`config.mk`:
```
export PLATFORM = sky130hd
export DESIGN_NAME = rv32i_multicycle_ctrl
export DESIGN_NICKNAME = d
export VERILOG_FILES = /design/src/rtl/rv32i_ctrl_pkg.sv /design/src/rtl/rv32i_multicycle_ctrl_branch_cond.sv /design/src/rtl/rv32i_multicycle_ctrl.sv
export SDC_FILE = /design/constraint.sdc
export NUM_CORES = 1
export LEC_CHECK = 0
export CORE_MARGIN = 8
export CORE_UTILIZATION = 50
export DETAILED_ROUTE_END_ITERATION = 10
export DONT_BUFFER_PORTS = 1
export GPL_TIMING_DRIVEN = 0
export PLACE_DENSITY = 0.68
export REMOVE_ABC_BUFFERS = 1
export SYNTH_ARGS = -nofsm -noshare
export SYNTH_HDL_FRONTEND = slang
export SYNTH_SLANG_ARGS = --single-unit
```
`constraint.sdc`:
```
create_clock -name clk -period 1.8 [get_ports clk]
set_input_delay 0.18 -clock clk [delete_from_list [all_inputs] [get_ports clk]]
set_output_delay 0.18 -clock clk [all_outputs]
set_load 0.02 [all_outputs]
```
`src/rtl/rv32i_ctrl_pkg.sv`:
```
// Shared definitions for the multicycle RV32I control unit: FSM states,
// major opcodes, ALU decoder commands and datapath mux encodings.
package rv32i_ctrl_pkg;

    typedef enum logic [3:0] {
        S_FETCH,
        S_DECODE,
        S_EXER,
        S_EXEI,
        S_LUI,
        S_AUIPC,
        S_ALUWB,
        S_MEMADR,
        S_MEMRD,
        S_MEMWB,
        S_MEMWR,
        S_BRANCH,
        S_JAL,
        S_JALR_ADR,
        S_JALR_LINK,
        S_ILLEGAL
    } ctrl_state_t;

    localparam logic [6:0] OP_RTYPE  = 7'b0110011;
    localparam logic [6:0] OP_ITYPE  = 7'b0010011;
    localparam logic [6:0] OP_LOAD   = 7'b0000011;
    localparam logic [6:0] OP_STORE  = 7'b0100011;
    localparam logic [6:0] OP_BRANCH = 7'b1100011;
    localparam logic [6:0] OP_JAL    = 7'b1101111;
    localparam logic [6:0] OP_JALR   = 7'b1100111;
    localparam logic [6:0] OP_LUI    = 7'b0110111;
    localparam logic [6:0] OP_AUIPC  = 7'b0010111;

    localparam logic [1:0] ALUOP_ADD   = 2'b00;
    localparam logic [1:0] ALUOP_SUB   = 2'b01;
    localparam logic [1:0] ALUOP_FUNCT = 2'b10;

    localparam logic [1:0] SRCA_PC    = 2'b00;
    localparam logic [1:0] SRCA_OLDPC = 2'b01;
    localparam logic [1:0] SRCA_RS1   = 2'b10;
    localparam logic [1:0] SRCA_ZERO  = 2'b11;

    localparam logic [1:0] SRCB_RS2  = 2'b00;
    localparam logic [1:0] SRCB_IMM  = 2'b01;
    localparam logic [1:0] SRCB_FOUR = 2'b10;

    localparam logic [1:0] RES_ALUOUT    = 2'b00;
    localparam logic [1:0] RES_MEMDATA   = 2'b01;
    localparam logic [1:0] RES_ALURESULT = 2'b10;

    // funct3 of SRLI/SRAI: the only immediate ALU op where funct7[5] matters
    localparam logic [2:0] F3_SHIFT_RIGHT = 3'b101;

endpackage

```
`src/rtl/rv32i_multicycle_ctrl_branch_cond.sv`:
```
// Branch condition evaluation: maps funct3 and the datapath comparison
// flags to a taken decision, flagging the two unused funct3 codes.
module branch_cond (
    input  logic [2:0] funct3,
    input  logic       alu_zero,
    input  logic       alu_lt,
    input  logic       alu_ltu,
    output logic       taken,
    output logic       illegal
);

    // Select the comparison flag (or its inverse) named by funct3
    always_comb begin
        taken   = 1'b0;
        illegal = 1'b0;
        case (funct3)
            3'b000:  taken = alu_zero;
            3'b001:  taken = !alu_zero;
            3'b100:  taken = alu_lt;
            3'b101:  taken = !alu_lt;
            3'b110:  taken = alu_ltu;
            3'b111:  taken = !alu_ltu;
            default: illegal = 1'b1;
        endcase
    end

endmodule

```
`src/rtl/rv32i_multicycle_ctrl.sv`:
```
// Main control FSM of the multicycle RV32I core. Sequences the shared ALU
// and the single memory port, and counts retired instructions.
// Optional feature macro: ILLEGAL_TRAP_EN (sticky trap on illegal opcodes,
// FSM parks until reset). Without it an illegal opcode is a one-cycle NOP.
module rv32i_multicycle_ctrl
    import rv32i_ctrl_pkg::*;
#(
    parameter int CNT_W = 32
) (
    input  logic             clk,
    input  logic             rst,
    input  logic [6:0]       opcode,
    input  logic [2:0]       funct3,
    input  logic             alu_zero,
    input  logic             alu_lt,
    input  logic             alu_ltu,
    input  logic             mem_ready,
    output logic             pc_write,
    output logic             ir_write,
    output logic             adr_src,
    output logic             mem_read,
    output logic             mem_write,
    output logic             reg_write,
    output logic [1:0]       alu_src_a,
    output logic [1:0]       alu_src_b,
    output logic [1:0]       alu_op,
    output logic             alu_f7_kill,
    output logic [1:0]       result_src,
    output logic             instr_retired,
    output logic [CNT_W-1:0] instret
`ifdef ILLEGAL_TRAP_EN
    ,
    output logic             trap
`endif
);

    ctrl_state_t state;
    logic        br_taken;
    logic        br_illegal;

    branch_cond u_branch_cond (
        .funct3   (funct3),
        .alu_zero (alu_zero),
        .alu_lt   (alu_lt),
        .alu_ltu  (alu_ltu),
        .taken    (br_taken),
        .illegal  (br_illegal)
    );

    // State sequencing; the trap flag is set on the same edge that enters ILLEGAL
    always_ff @(posedge clk) begin
        if (rst) begin
            state <= S_FETCH;
`ifdef ILLEGAL_TRAP_EN
            trap  <= 1'b0;
`endif
        end else begin
            case (state)
                S_FETCH: begin
                    if (mem_ready) state <= S_DECODE;
                end
                S_DECODE: begin
                    case (opcode)
                        OP_RTYPE:          state <= S_EXER;
                        OP_ITYPE:          state <= S_EXEI;
                        OP_LOAD, OP_STORE: state <= S_MEMADR;
                        OP_BRANCH:         state <= S_BRANCH;
                        OP_JAL:            state <= S_JAL;
                        OP_JALR:           state <= S_JALR_ADR;
                        OP_LUI:            state <= S_LUI;
                        OP_AUIPC:          state <= S_AUIPC;
                        default: begin
                            state <= S_ILLEGAL;
`ifdef ILLEGAL_TRAP_EN
                            trap  <= 1'b1;
`endif
                        end
                    endcase
                end
                S_EXER, S_EXEI, S_LUI, S_AUIPC, S_JAL, S_JALR_LINK: begin
                    state <= S_ALUWB;
                end
                S_ALUWB, S_MEMWB: begin
                    state <= S_FETCH;
                end
                S_MEMADR: begin
                    state <= (opcode == OP_STORE) ? S_MEMWR : S_MEMRD;
                end
                S_MEMRD: begin
                    if (mem_ready) state <= S_MEMWB;
                end
                S_MEMWR: begin
                    if (mem_ready) state <= S_FETCH;
                end
                S_BRANCH: begin
                    if (br_illegal) begin
                        state <= S_ILLEGAL;
`ifdef ILLEGAL_TRAP_EN
                        trap  <= 1'b1;
`endif
                    end else begin
                        state <= S_FETCH;
                    end
                end
                S_JALR_ADR: begin
                    state <= S_JALR_LINK;
                end
                S_ILLEGAL: begin
`ifdef ILLEGAL_TRAP_EN
                    state <= S_ILLEGAL;
`else
                    state <= S_FETCH;
`endif
                end
                default: begin
                    state <= S_FETCH;
                end
            endcase
        end
    end

    // Datapath controls decoded from the state; memory handshakes add the Mealy terms
    always_comb begin
        pc_write      = 1'b0;
        ir_write      = 1'b0;
        adr_src       = 1'b0;
        mem_read      = 1'b0;
        mem_write     = 1'b0;
        reg_write     = 1'b0;
        alu_src_a     = SRCA_PC;
        alu_src_b     = SRCB_RS2;
        alu_op        = ALUOP_ADD;
        alu_f7_kill   = 1'b0;
        result_src    = RES_ALUOUT;
        instr_retired = 1'b0;
        case (state)
            S_FETCH: begin
                mem_read   = 1'b1;
                alu_src_a  = SRCA_PC;
                alu_src_b  = SRCB_FOUR;
                alu_op     = ALUOP_ADD;
                result_src = RES_ALURESULT;
                ir_write   = mem_ready;
                pc_write   = mem_ready;
            end
            S_DECODE: begin
                alu_src_a = SRCA_OLDPC;
                alu_src_b = SRCB_IMM;
                alu_op    = ALUOP_ADD;
            end
            S_EXER: begin
                alu_src_a = SRCA_RS1;
                alu_src_b = SRCB_RS2;
                alu_op    = ALUOP_FUNCT;
            end
            S_EXEI: begin
                alu_src_a   = SRCA_RS1;
                alu_src_b   = SRCB_IMM;
                alu_op      = ALUOP_FUNCT;
                alu_f7_kill = (funct3 != F3_SHIFT_RIGHT);
            end
            S_LUI: begin
                alu_src_a = SRCA_ZERO;
                alu_src_b = SRCB_IMM;
                alu_op    = ALUOP_ADD;
            end
            S_AUIPC: begin
                alu_src_a = SRCA_OLDPC;
                alu_src_b = SRCB_IMM;
                alu_op    = ALUOP_ADD;
            end
            S_ALUWB: begin
                result_src    = RES_ALUOUT;
                reg_write     = 1'b1;
                instr_retired = 1'b1;
            end
            S_MEMADR, S_JALR_ADR: begin
                alu_src_a = SRCA_RS1;
                alu_src_b = SRCB_IMM;
                alu_op    = ALUOP_ADD;
            end
            S_MEMRD: begin
                adr_src  = 1'b1;
                mem_read = 1'b1;
            end
            S_MEMWB: begin
                result_src    = RES_MEMDATA;
                reg_write     = 1'b1;
                instr_retired = 1'b1;
            end
            S_MEMWR: begin
                adr_src       = 1'b1;
                mem_write     = 1'b1;
                instr_retired = mem_ready;
            end
            S_BRANCH: begin
                alu_src_a     = SRCA_RS1;
                alu_src_b     = SRCB_RS2;
                alu_op        = ALUOP_SUB;
                result_src    = RES_ALUOUT;
                pc_write      = br_taken;
                instr_retired = !br_illegal;
            end
            S_JAL, S_JALR_LINK: begin
                result_src = RES_ALUOUT;
                pc_write   = 1'b1;
                alu_src_a  = SRCA_OLDPC;
                alu_src_b  = SRCB_FOUR;
                alu_op     = ALUOP_ADD;
            end
            default: begin
            end
        endcase
    end

    // Retired-instruction counter; reset takes priority over a retiring cycle
    always_ff @(posedge clk) begin
        if (rst) begin
            instret <= '0;
        end else if (instr_retired) begin
            instret <= instret + 1'b1;
        end
    end

endmodule

```
Word-level counts from Yosys, hierarchy flattened
Cells that the tools add are included.

Bits in registers: 36. Latch bits: 0. Bits in writable memories: 0. Bits in read-only memories: 0. Input port bits: 16. Memories: 0.

Add/subtract/negate cells: 1. Multipliers: 0. Divide/modulo/power cells: 0. $lt $le $gt $ge: 0. Eq/ne operators: 33. Shift operators: 0. Multiplexer cells: 20. Bitwise operators: 0. Reductions and logical operators: 19.

Operators with widths (count): $pmux 4 s9 (1); $add 32x1->32 const B (1); $eq 4x4->1 const B (8); $pmux 4 s8 (1); $eq 7x6->1 const B (3); $eq 7x7->1 const B (3); $reduce_or 6->1 (3); $eq 4x3->1 const B (4); $mux 4 (4); $eq 7x5->1 const B (2); $eq 3x3->1 const B (4); $pmux 2 s2 (3); $reduce_or 2->1 (6); $eq 4x2->1 const B (2); $eq 7x2->1 const B (1); $mux 1 (6); $ne 2x2->1 const B (3); $pmux 1 s3 (2); $pmux 1 s6 (1); $pmux 2 s3 (1); $reduce_or 3->1 (2); $reduce_or 5->1 (1); $eq 4x1->1 const B (1); $logic_not 4->1 (1); other kinds (7) (9).

Logic depth before layout (Yosys ltp)
Gate-level depths: netlist of run 1.

Depth after elaboration: 4. Gate-level depth with buffers: 7. Mapped depth without buffers: 6.

Cells and area by module
A second synthesis of run 1 with hierarchy kept.

Cells, all modules: 267. Area total of the unflattened synthesis: 2067.0 µm².

Modules (own cells, without submodules): rv32i_multicycle_ctrl (instances 1, cells each 261, area each 2020.7 µm², sequential area each 720.7 µm²); branch_cond (instances 1, cells each 6, area each 46.3 µm², sequential area each 0.0 µm²).

Least setup slack after synthesis of run 1
OpenSTA, ideal clock, no wires.

Path kind: reg-to-output. Start: register state[2]. End: output pc_write. Arrival: 2.004 ns. Data required time: 1.620 ns. Setup slack: -0.384 ns. Cell stages (with the launch flop): 6. Path buffers: 1. Path through: dfxtp_1 > clkbuf_1 > nor4_1 > and2_1 > a31oi_1 > o21ai_0.

Longest elaborated chain between the ends: 3. Elaborated cells on any way between the ends: 6.

Ends and longest elaborated chain: start, declared (line rv32i_multicycle_ctrl.sv:37) `ctrl_state_t state;`; start signal, assigned (line rv32i_multicycle_ctrl.sv:87) `state <= (opcode == OP_STORE) ? S_MEMWR : S_MEMRD;`; $eq 4x4->1 (line rv32i_multicycle_ctrl.sv:136) `case (state)`; $reduce_or 2->1 (line rv32i_multicycle_ctrl.sv:136); $pmux 1 s3 * (line rv32i_multicycle_ctrl.sv:136); end, declared (line rv32i_multicycle_ctrl.sv:18) `output logic pc_write,`.

Mark *: on every way between the ends. The rest lies on a longest branch, timed or not.

Worst setup path after layout of run 1
Start: register instret[1]. End: register instret[24].

Longest elaborated chain between the ends: 1.

Ends and longest elaborated chain: start, declared (line rv32i_multicycle_ctrl.sv:30) `output logic [CNT_W-1:0] instret`; start signal, assigned (line rv32i_multicycle_ctrl.sv:221) `instret <= instret + 1'b1;`; $add 32x1->32 (line rv32i_multicycle_ctrl.sv:221).

No other way between the ends. A chain may end at the register's enable or synchronous reset.

==> metrics.yaml, run 1 <==
status: "finished with violations"
violations: "setup timing"
relSlewSlack: 0.5464
grt_max_degree: 37
grt_pass1_wl_um: 9653
reg2reg_from: "instret[1]$_SDFFE_PP0P_"
synth_edf_count: 0
path_depth: 6
synthCells: 272
detail-route-antenna-nets: 0
p_leak_nw: 0.9946
synth.distinct_cells: 50
finalHoldViolations: 0
cts.sinks: 36
initial_core_util: 0.5091
clk_latency_ps: 290
cp_slowest_cell: "or3_1"
syn_area_mm2: 0.002171
r2r_setup_slack_ps: -70
hp-class: "in2reg"
rows: 24
ff_latch_area_um2: 810.8
min_path_cells: 2
htree_levels: 2
setup_ws_ps: -67.07
ys_warn_count: 0
worst_ep_arrival_time_ps: 2090
cap_violations: 0
power_mw: 3.038
routed_wl_um: 6495
slowest_delay_ps: 460
multi_input_area_mm2: 0.001526
post-route-period-util: 1.037
rsz0062_at_grt: "true"
critical_path.endpoint: "instret[24]$_SDFFE_PP0P_"
nNetsFinal: 319
firstDrtPassIters: 4
slew_viol_final: 0
cts_root_buf: "clkbuf_8"
post-route-util: 0.6673
cts_buffer_depth: 2
port_buffers: 0
vias_per_cell: 6.554
synthArstFlopShare: 0
gp_congestion: 0.7348
crit_chain: "ha_4, nand2_1, nor4_2, o211ai_1, or3_1, a21oi_2"
grt_overflow_total: 0
dp_hpwl_um: 3627
drtIter0Drc: 161
dieArea_mm2: 0.006706
clkSlewWorstSetupHoldPaths_ps: 70
antenna_found_initial: 0
path_class: "reg2reg"
yosysTopAreaCell: "dfxtp_1"
yosysSeqAreaShare: 0.3320
drive_above_1_share: 0.3642
grtUsageTotal: 0.1811
syn-mean-instance-area_um2: 7.981
startpoint_type: "flip-flop"
tightest_slew_ps: 678.9
post-place-ws_ps: -799.9
area_growth_syn_to_layout_pct: 31.07
synth_top_cell_area_share: 0.3320
synthFlopType: "dfxtp_1"
peakVddDrop_v: 0.0009178
crit_start: "instret[1]$_SDFFE_PP0P_"
synthTopCellsByArea: "dfxtp_1, xor2_1, a21oi_1"
r2r-end: "instret[24]$_SDFFE_PP0P_"
die_width_um: 81.89
powerDensity_mw_per_mm2: 1068
ios: 64
drt-wirelength-per-cell_um: 18.35
vias: 2320
finalSetupViolations: 13
fillers: 359
grt_pass1_vias: 2088
cts_tree: "built"
fmax_mhz: 535.6
fin_crit_ps: 1867
coreArea_mm2: 0.004264
finalSetupTns_ps: -334.1
cp_num_buf_inv: 0
drc_errors: 0
path_max_fanout: 8
skew_ps: 5.534
synth_seq_cells: 36
die_y_um: 81.89
r2r_cells: 6
crit_path_end_kind: "flip-flop"
numCtsBuffers: 5
cp.required_ps: 2030
crit_family: "simple AND/OR/NAND/NOR gates"
antenna_cells: 0
-- layout by cell type (no fill, tap or decap), drive strengths merged, types with 4 or more instances in the layout --
master / instances
buf: 39
dfxtp: 36
nor2: 27
a21oi: 22
nand2: 16
o21ai: 16
xor2: 14
nand4: 10
or3: 9
inv: 9
nor3: 9
o211ai: 8
clkbuf: 8
o2111ai: 7
nand3: 7
nor4: 7
o31ai: 6
or4: 6
xnor2: 4
-- worst min path at each step --
stage,from,end,slack [ps]
2_1_floorplan,rst,instret[13]$_SDFFE_PP0P_,250
3_3_place_gp,rst,instret[14]$_SDFFE_PP0P_,250
3_5_place_dp,rst,instret[15]$_SDFFE_PP0P_,260
4_1_cts,opcode[2],state[2]$_SDFFE_PP0P_,110
5_1_grt,mem_ready,state[0]$_SDFFE_PP0P_,120
6_report,mem_ready,state[0]$_SDFFE_PP0P_,110
-- cell families (layout without fill, tap and decap cells) --
group,after synthesis,after routing,synth area share
mux,2,2,0.009222
flops,36,36,0.3320
buf+inv,26,56,0.04899
fa+ha+maj,2,2,0.01037
compound gates,75,75,0.2346
simple gates,113,113,0.2922
xor+xnor,18,18,0.07262
-- area by class of cell --
type / instances / share of cell area
clock buffer: 7 / 0.03386
tap: 52 / 0.02287
inverter: 9 / 0.01187
multi-input combinational: 210 / 0.5365
sequential: 36 / 0.2850
timing repair buffer: 40 / 0.1099
-- cells in the mapped netlist (all sizes together) (2+ instances only) --
library cell / count
nor2b: 3
and3: 3
o21ai: 16
a21oi: 22
nand3b: 2
o211ai: 8
mux2i: 2
nor4: 7
or4: 6
a22oi: 2
xnor2: 4
o31ai: 6
and4: 2
nand4: 10
nand3: 7
a21boi: 2
a31oi: 3
clkbuf: 11
inv: 9
buf: 6
or2: 2
xor2: 14
nor3: 9
nor2: 27
dfxtp: 36
o22ai: 3
o2111ai: 7
or3: 9
nor3b: 2
nand2: 16
nand2b: 3
and2: 2
-- state kept, by name (all words and copies together), names as in the netlist --
name     flops
state        4
instret     32
-- timing repair --
action,CTS,global route
setup buffers,29,10
pin swaps,11,13
hold buffers,1,0
endpoints found under the setup margin,47,24
hold endpoints to repair,36,0
gates resized for setup,64,27
-- routing by layer --
metal / track usage / vias to the layer above / routed length, µm
li1: - / 1086 / -
met2: 0.2889 / 129 / 3077
met1: 0.2110 / 1087 / 2576
met5: 0 / - / 0
met3: 0.06455 / 18 / 667
met4: 0.08772 / 0 / 173
-- power by group --
group	switching, mW	internal [mW]	leakage, nW
Clock	0.280	0.341	0.0503
Sequential	0.145	0.845	0.311
Combinational	0.858	0.569	0.633
-- through the flow --
stage | instances | hold slack [ps] | cell area, µm²
6_report | 354 | 113.8 | 2845
5_1_grt | 354 | 117.3 | 2845
4_1_cts | 344 | 106.8 | 2663
3_5_place_dp | 307 | 256.8 | 2163
3_3_place_gp | 307 | 254.1 | 2163
2_1_floorplan | 255 | 249.1 | 2098
No activity file was read; power rests on OpenSTA's default activity.
==> run 2: changes to the inputs <==
- SETUP_SLACK_MARGIN: not set -> 0.4
- SKIP_CTS_REPAIR_TIMING: not set -> 1
==> run 2 against run 1 <==
The flow still finishes with violations (setup timing). Cell count increased by 0.85%. Critical path depth increased by 1. Hold slack improved by 34 ps. Combinational power increased by 38%. Maximum frequency decreased by 1.3%. Wire length increased by 3.2%. Critical endpoint is now instret[21]$_SDFFE_PP0P_. Largest power group unchanged.
==> metrics.yaml, run 2 (synthesis gave the netlist of run 1 again) <==
status: "finished with violations"
violations: "setup timing"
rows: 24  # unchanged
drtIter0Drc: 132  # -18%
intPower_mw: 2.120  # +21%
drt-wirelength-per-cell_um: 18.78  # +2.4%
grtUsageTotal: 0.1535  # -0.02760
finalHoldViolations: 0  # unchanged
cts.sinks: 36  # unchanged
die_y_um: 81.89  # unchanged
drc_errors: 0  # unchanged
ios: 64  # unchanged
dieArea_mm2: 0.006706  # unchanged
postLayoutCellArea_mm2: 0.003134  # +10%
grt_max_degree: 37  # unchanged
crit_chain: "nand2b_2, a21oi_4, buf_12, buf_4, o21ai_4, or4_1, a21oi_1"
setup_ws_ps: -92.48  # -25.40 ps
reg2reg_from: "state[2]$_SDFFE_PP0P_"
fin_crit_ps: 1892  # +25.40 ps
p_leak_nw: 1.107  # +11%
cts_buffer_depth: 2  # unchanged
dp_hpwl_um: 3627  # unchanged
powerDensity_mw_per_mm2: 1156  # +8.3%
ff_latch_area_um2: 797.0  # -1.7%
clk_latency_ps: 290  # about the same
drive_above_1_share: 0.4492  # +0.08494
place_inst: 307  # unchanged
cp_slowest_cell: "or4_1"
multi_input_area_mm2: 0.001705  # +12%
finalSetupViolations: 10  # -3
largest_register_ffs: 32  # unchanged
path_class: "reg2reg"
power_frac_comb: 0.545  # +0.075
switching_power_mw: 1.503  # +17%
coreArea_mm2: 0.004264  # unchanged
startpoint_type: "flip-flop"
layout_commonest_cell: "buf_4"
initial_core_util: 0.5091  # unchanged
htree_levels: 2  # unchanged
gp_congestion: 0.7348  # unchanged
final_cell_mix: "buf_4, nor2_1, dfxtp_4, nand2_1, xor2_1"
antenna_found_initial: 0  # unchanged
peakVddDrop_v: 0.001203  # +31%
cp.required_ps: 2010  # -20 ps
min_from: "opcode[2]"
antenna_cells: 0  # unchanged
grt_overflow_total: 0  # unchanged
numCtsBuffers: 5  # unchanged
grt_pass1_vias: 1774  # -15%
area_growth_syn_to_layout_pct: 44.38
cts_tree: "built"
tightest_slew_ps: 685.1  # +6.135 ps
die_width_um: 81.89  # unchanged
grt_pass1_wl_um: 8252  # -15%
seqPwrFrac: 0.285  # -0.041
largest-register: "instret"
rsz0062_at_grt: "true"
power_frac_clock: 0.170  # -0.034
cap_violations: 0  # unchanged
vias_per_cell: 6.415  # -2.1%
routed_wl_um: 6706  # +3.2%
firstDrtPassIters: 4  # unchanged
final-instance-count-excl-fill: 357  # +0.85%
nNetsFinal: 322  # +0.94%
worst_ep_arrival_time_ps: 2110  # +20 ps
slew_viol_final: 0  # unchanged
port_buffers: 0  # unchanged
post-place-ws_ps: -799.9  # unchanged
detail-route-antenna-nets: 0  # unchanged
cts_root_buf: "clkbuf_8"
postPlaceCellArea_mm2: 0.002163  # unchanged
path_max_fanout: 8  # unchanged
slowest_delay_ps: 520  # +60 ps
switching_share: 0.4148  # -0.007549
fillers: 282  # -21%
skew_ps: 4.034  # -1.500 ps
crit_path_end_kind: "flip-flop"
crit_start: "state[2]$_SDFFE_PP0P_"
relSlewSlack: 0.5423  # -0.004099
clkSlewWorstSetupHoldPaths_ps: 70  # about the same
fmax_mhz: 528.4  # -1.3%
vias: 2290  # -1.3%
reg_top3: "instret x32, state x4"
hp-class: "in2reg"
post-route-period-util: 1.051  # +0.01411
run 2: cell count changes in the layout (fill, tap and decap cells not counted), sizes merged:
cell	change
buf	+3
run 2: power groups by stage:
| stage | combinational [mW] | sequential [mW] | clock, mW |
|---|---|---|---|
| 3_3_place_gp | 0.803 | 1.08 | 0 |
| 6_report | 1.98 | 1.03 | 0.615 |
| 4_1_cts | 0.809 | 1.06 | 0.637 |
| 5_1_grt | 2.07 | 1.04 | 0.659 |
| 3_5_place_dp | 0.806 | 1.08 | 0 |
| 2_1_floorplan | 0.714 | 1.03 | 0 |
run 2: path summary, 6_finish.rpt:
path | slack, ps | cells after the start | end
max reg2reg | -90 | 7 | instret[21]$_SDFFE_PP0P_
min reg2reg | 540 | 2 | instret[21]$_SDFFE_PP0P_
max | -90 | 7 | instret[21]$_SDFFE_PP0P_
min | 150 | 2 | state[2]$_SDFFE_PP0P_
run 2: through the flow:
| stage | total power, mW | utilization | hold WS [ps] | setup TNS [ps] |
|---|---|---|---|---|
| 3_3_place_gp | 1.888 | 0.5073 | 254.1 | -17510 |
| 6_report | 3.623 | 0.7350 | 147.4 | -298.4 |
| 2_1_floorplan | 1.742 | - | 249.1 | -4415 |
| 5_1_grt | 3.772 | 0.7350 | 150.2 | -1342 |
| 3_5_place_dp | 1.886 | 0.5073 | 256.8 | -16980 |
| 4_1_cts | 2.508 | 0.5299 | -55.90 | -20810 |
run 2: layout make-up:
type | count | share of cell area
Inverter | 9 | 0.01078
Tap cell | 52 | 0.02076
Sequential cell | 36 | 0.2543
Clock buffer | 7 | 0.03074
Timing Repair Buffer | 43 | 0.1393
Multi-Input combinational cell | 210 | 0.5441
run 2: worst max-delay path, delay by kind of cell (launching register included):
family	cells	cell delay [ps]
AO/OA/AOI/OAI	3	390
buffers and inverters	2	260
flip-flops	1	390
AND/OR/NAND/NOR	2	770
run 2: per-layer routing:
metal	track usage	share of wire
met5	0	0
met2	0.2297	0.47
met3	0.05908	0.11
met1	0.1914	0.40
met4	0.06667	0.018
==> run 3: changes to the inputs <==
- CORE_ASPECT_RATIO: not set -> 1.2
==> run 3 against run 2 <==
The run still ends with setup timing left. Critical path type unchanged. Worst setup slack got worse by 20 ps. Cell count rose by 2.8%. Clock-buffer cell count did not move. Largest cell class unchanged. Sequential power hardly changed.
==> metrics.yaml, run 3 (synthesis gave the netlist of run 1 again) <==
drtIter0Drc: 208  # +58%
top_usage_layer: "met2"
reg2reg_from: "state[1]$_SDFFE_PP0P_"
crit_start: "state[1]$_SDFFE_PP0P_"
clk_latency_ps: 290  # about the same
dp_hpwl_um: 3650  # +0.62%
cp_slowest_cell: "or4_1"
port_buffers: 0  # unchanged
rows: 26  # +8.3%
finalSetupTns_ps: -654.5  # -356.1 ps
setup_ws_ps: -112.4  # -19.96 ps
violations: "setup timing"
slew_viol_final: 0  # unchanged
clkSlewWorstSetupHoldPaths_ps: 80  # about the same
ios: 64  # unchanged
tightest_slew_ps: 478.4  # -206.7 ps
drive_above_1_share: 0.4791  # +0.02992
reg_top3: "instret x32, state x4"
nNetsFinal: 327  # +1.6%
initial_core_util: 0.5133  # +0.004217
cts_tree: "built"
slowest_delay_ps: 470  # -50 ps
hold_ws_ps: 113.4  # -34.01 ps
detail-route-antenna-nets: 0  # unchanged
finalHoldViolations: 0  # unchanged
die_y_um: 88.18  # +7.7%
grt_pass1_wl_um: 8763  # +6.2%
drt-wirelength-per-cell_um: 20.58  # +9.6%
worst_ep_arrival_time_ps: 2130  # +20 ps
fillers: 270  # -4.3%
cp.required_ps: 2020  # about the same
postLayoutCellArea_mm2: 0.003281  # +4.7%
antenna_cells: 0  # unchanged
firstDrtPassIters: 4  # unchanged
rsz0062_at_grt: "true"
startpoint_type: "flip-flop"
layout_commonest_cell: "buf_6"
fin_crit_ps: 1912  # +19.96 ps
dieArea_mm2: 0.006715  # +0.13%
path_max_fanout: 9  # +1
antenna_found_initial: 0  # unchanged
largest-register: "instret"
routed_wl_um: 7553  # +13%
final_cell_mix: "buf_6, nor2_1, dfxtp_4, buf_4, nand2_1"
power_mw: 3.839  # +5.9%
skew_ps: 6.255  # +2.221 ps
postPlaceCellArea_mm2: 0.002168  # +0.23%
coreArea_mm2: 0.004229  # -0.82%
cp_num_buf_inv: 1  # -1
powerDensity_mw_per_mm2: 1170  # +1.2%
use_met2: 0.2449  # +0.01525
finalSetupViolations: 13  # +3
hp-class: "in2reg"
cap_violations: 0  # unchanged
grt_overflow_total: 0  # unchanged
htree_levels: 2  # unchanged
grtUsageTotal: 0.1570  # +0.003486
numCtsBuffers: 5  # unchanged
cts_buffer_depth: 2  # unchanged
vias_per_cell: 6.390  # -0.39%
post-route-period-util: 1.062  # +0.01109
peakVddDrop_v: 0.001153  # -4.1%
grt_pass1_vias: 1789  # +0.85%
relSlewSlack: 0.6787  # +0.1364
grtUsageMet1: 0.1848  # -0.006613
min_from: "mem_ready"
area_growth_syn_to_layout_pct: 51.12
grt_max_degree: 37  # unchanged
drc_errors: 0  # unchanged
crit_path_end_kind: "flip-flop"
post-route-util: 0.7757  # +0.04070
crit_chain: "nand4b_4, o22ai_4, buf_12, o21ai_4, or4_1, a21oi_1"
cts.sinks: 36  # unchanged
status: "finished with violations"
use_met3: 0.06468  # +0.005601
largest_register_ffs: 32  # unchanged
p_leak_nw: 1.134  # +2.4%
path_class: "reg2reg"
cts_root_buf: "clkbuf_8"
fmax_mhz: 522.9  # -1.0%
gp_congestion: 0.7854  # +6.9%
vias: 2345  # +2.4%
die_width_um: 76.15  # -7.0%
crit_family: "simple AND/OR/NAND/NOR gates"
[run 3: cell types whose count changed in the layout (fill, tap and decap cells not counted), sizes merged]
cell	change
buf	+4
clkbuf	+1
clkinvlp	+1
[run 3: per-stage QoR]
stage / setup slack [ps] / cells
6_report: -112.4 / 367
5_1_grt: -193.2 / 367
4_1_cts: -977.0 / 319
3_5_place_dp: -838.1 / 311
3_3_place_gp: -813.4 / 311
2_1_floorplan: -402.8 / 255
[run 3: final timing paths]
path | depth (start not counted) | endpoint | slack [ps]
hold reg to reg | 2 | instret[21]$_SDFFE_PP0P_ | 550
setup reg to reg | 6 | instret[18]$_SDFFE_PP0P_ | -110
setup / recovery | 6 | instret[18]$_SDFFE_PP0P_ | -110
hold / removal | 2 | state[0]$_SDFFE_PP0P_ | 110
[run 3: final cells by class]
cell class                      instances  area [µm²]  area share
Sequential cell                        36       808.3      0.2464
Inverter                                9       36.28     0.01106
Clock inverter                          1       7.507    0.002288
Timing Repair Buffer                   48       535.5      0.1632
Multi-Input combinational cell        210        1737      0.5294
Clock buffer                            7       86.33     0.02632
Tap cell                               56       70.07     0.02136
[run 3: worst register-to-register path: cells and delay by family, from the launching register on]
kind	cells	cell delay, ps
compound gates	3	570
flops	1	460
simple gates	2	620
buf+inv	1	180
[run 3: metal layers]
| metal | up-vias | share of wire |
|---|---|---|
| met3 | 16 | 0.085 |
| met2 | 104 | 0.50 |
| li1 | 1088 | - |
| met5 | - | 0 |
| met4 | 0 | 0.031 |
| met1 | 1137 | 0.39 |
[run 3: power by group]
group	total (mW)	internal, mW	switching (mW)
Clock	0.609	0.311	0.298
Sequential	1.04	0.847	0.189
Combinational	2.19	1.04	1.15
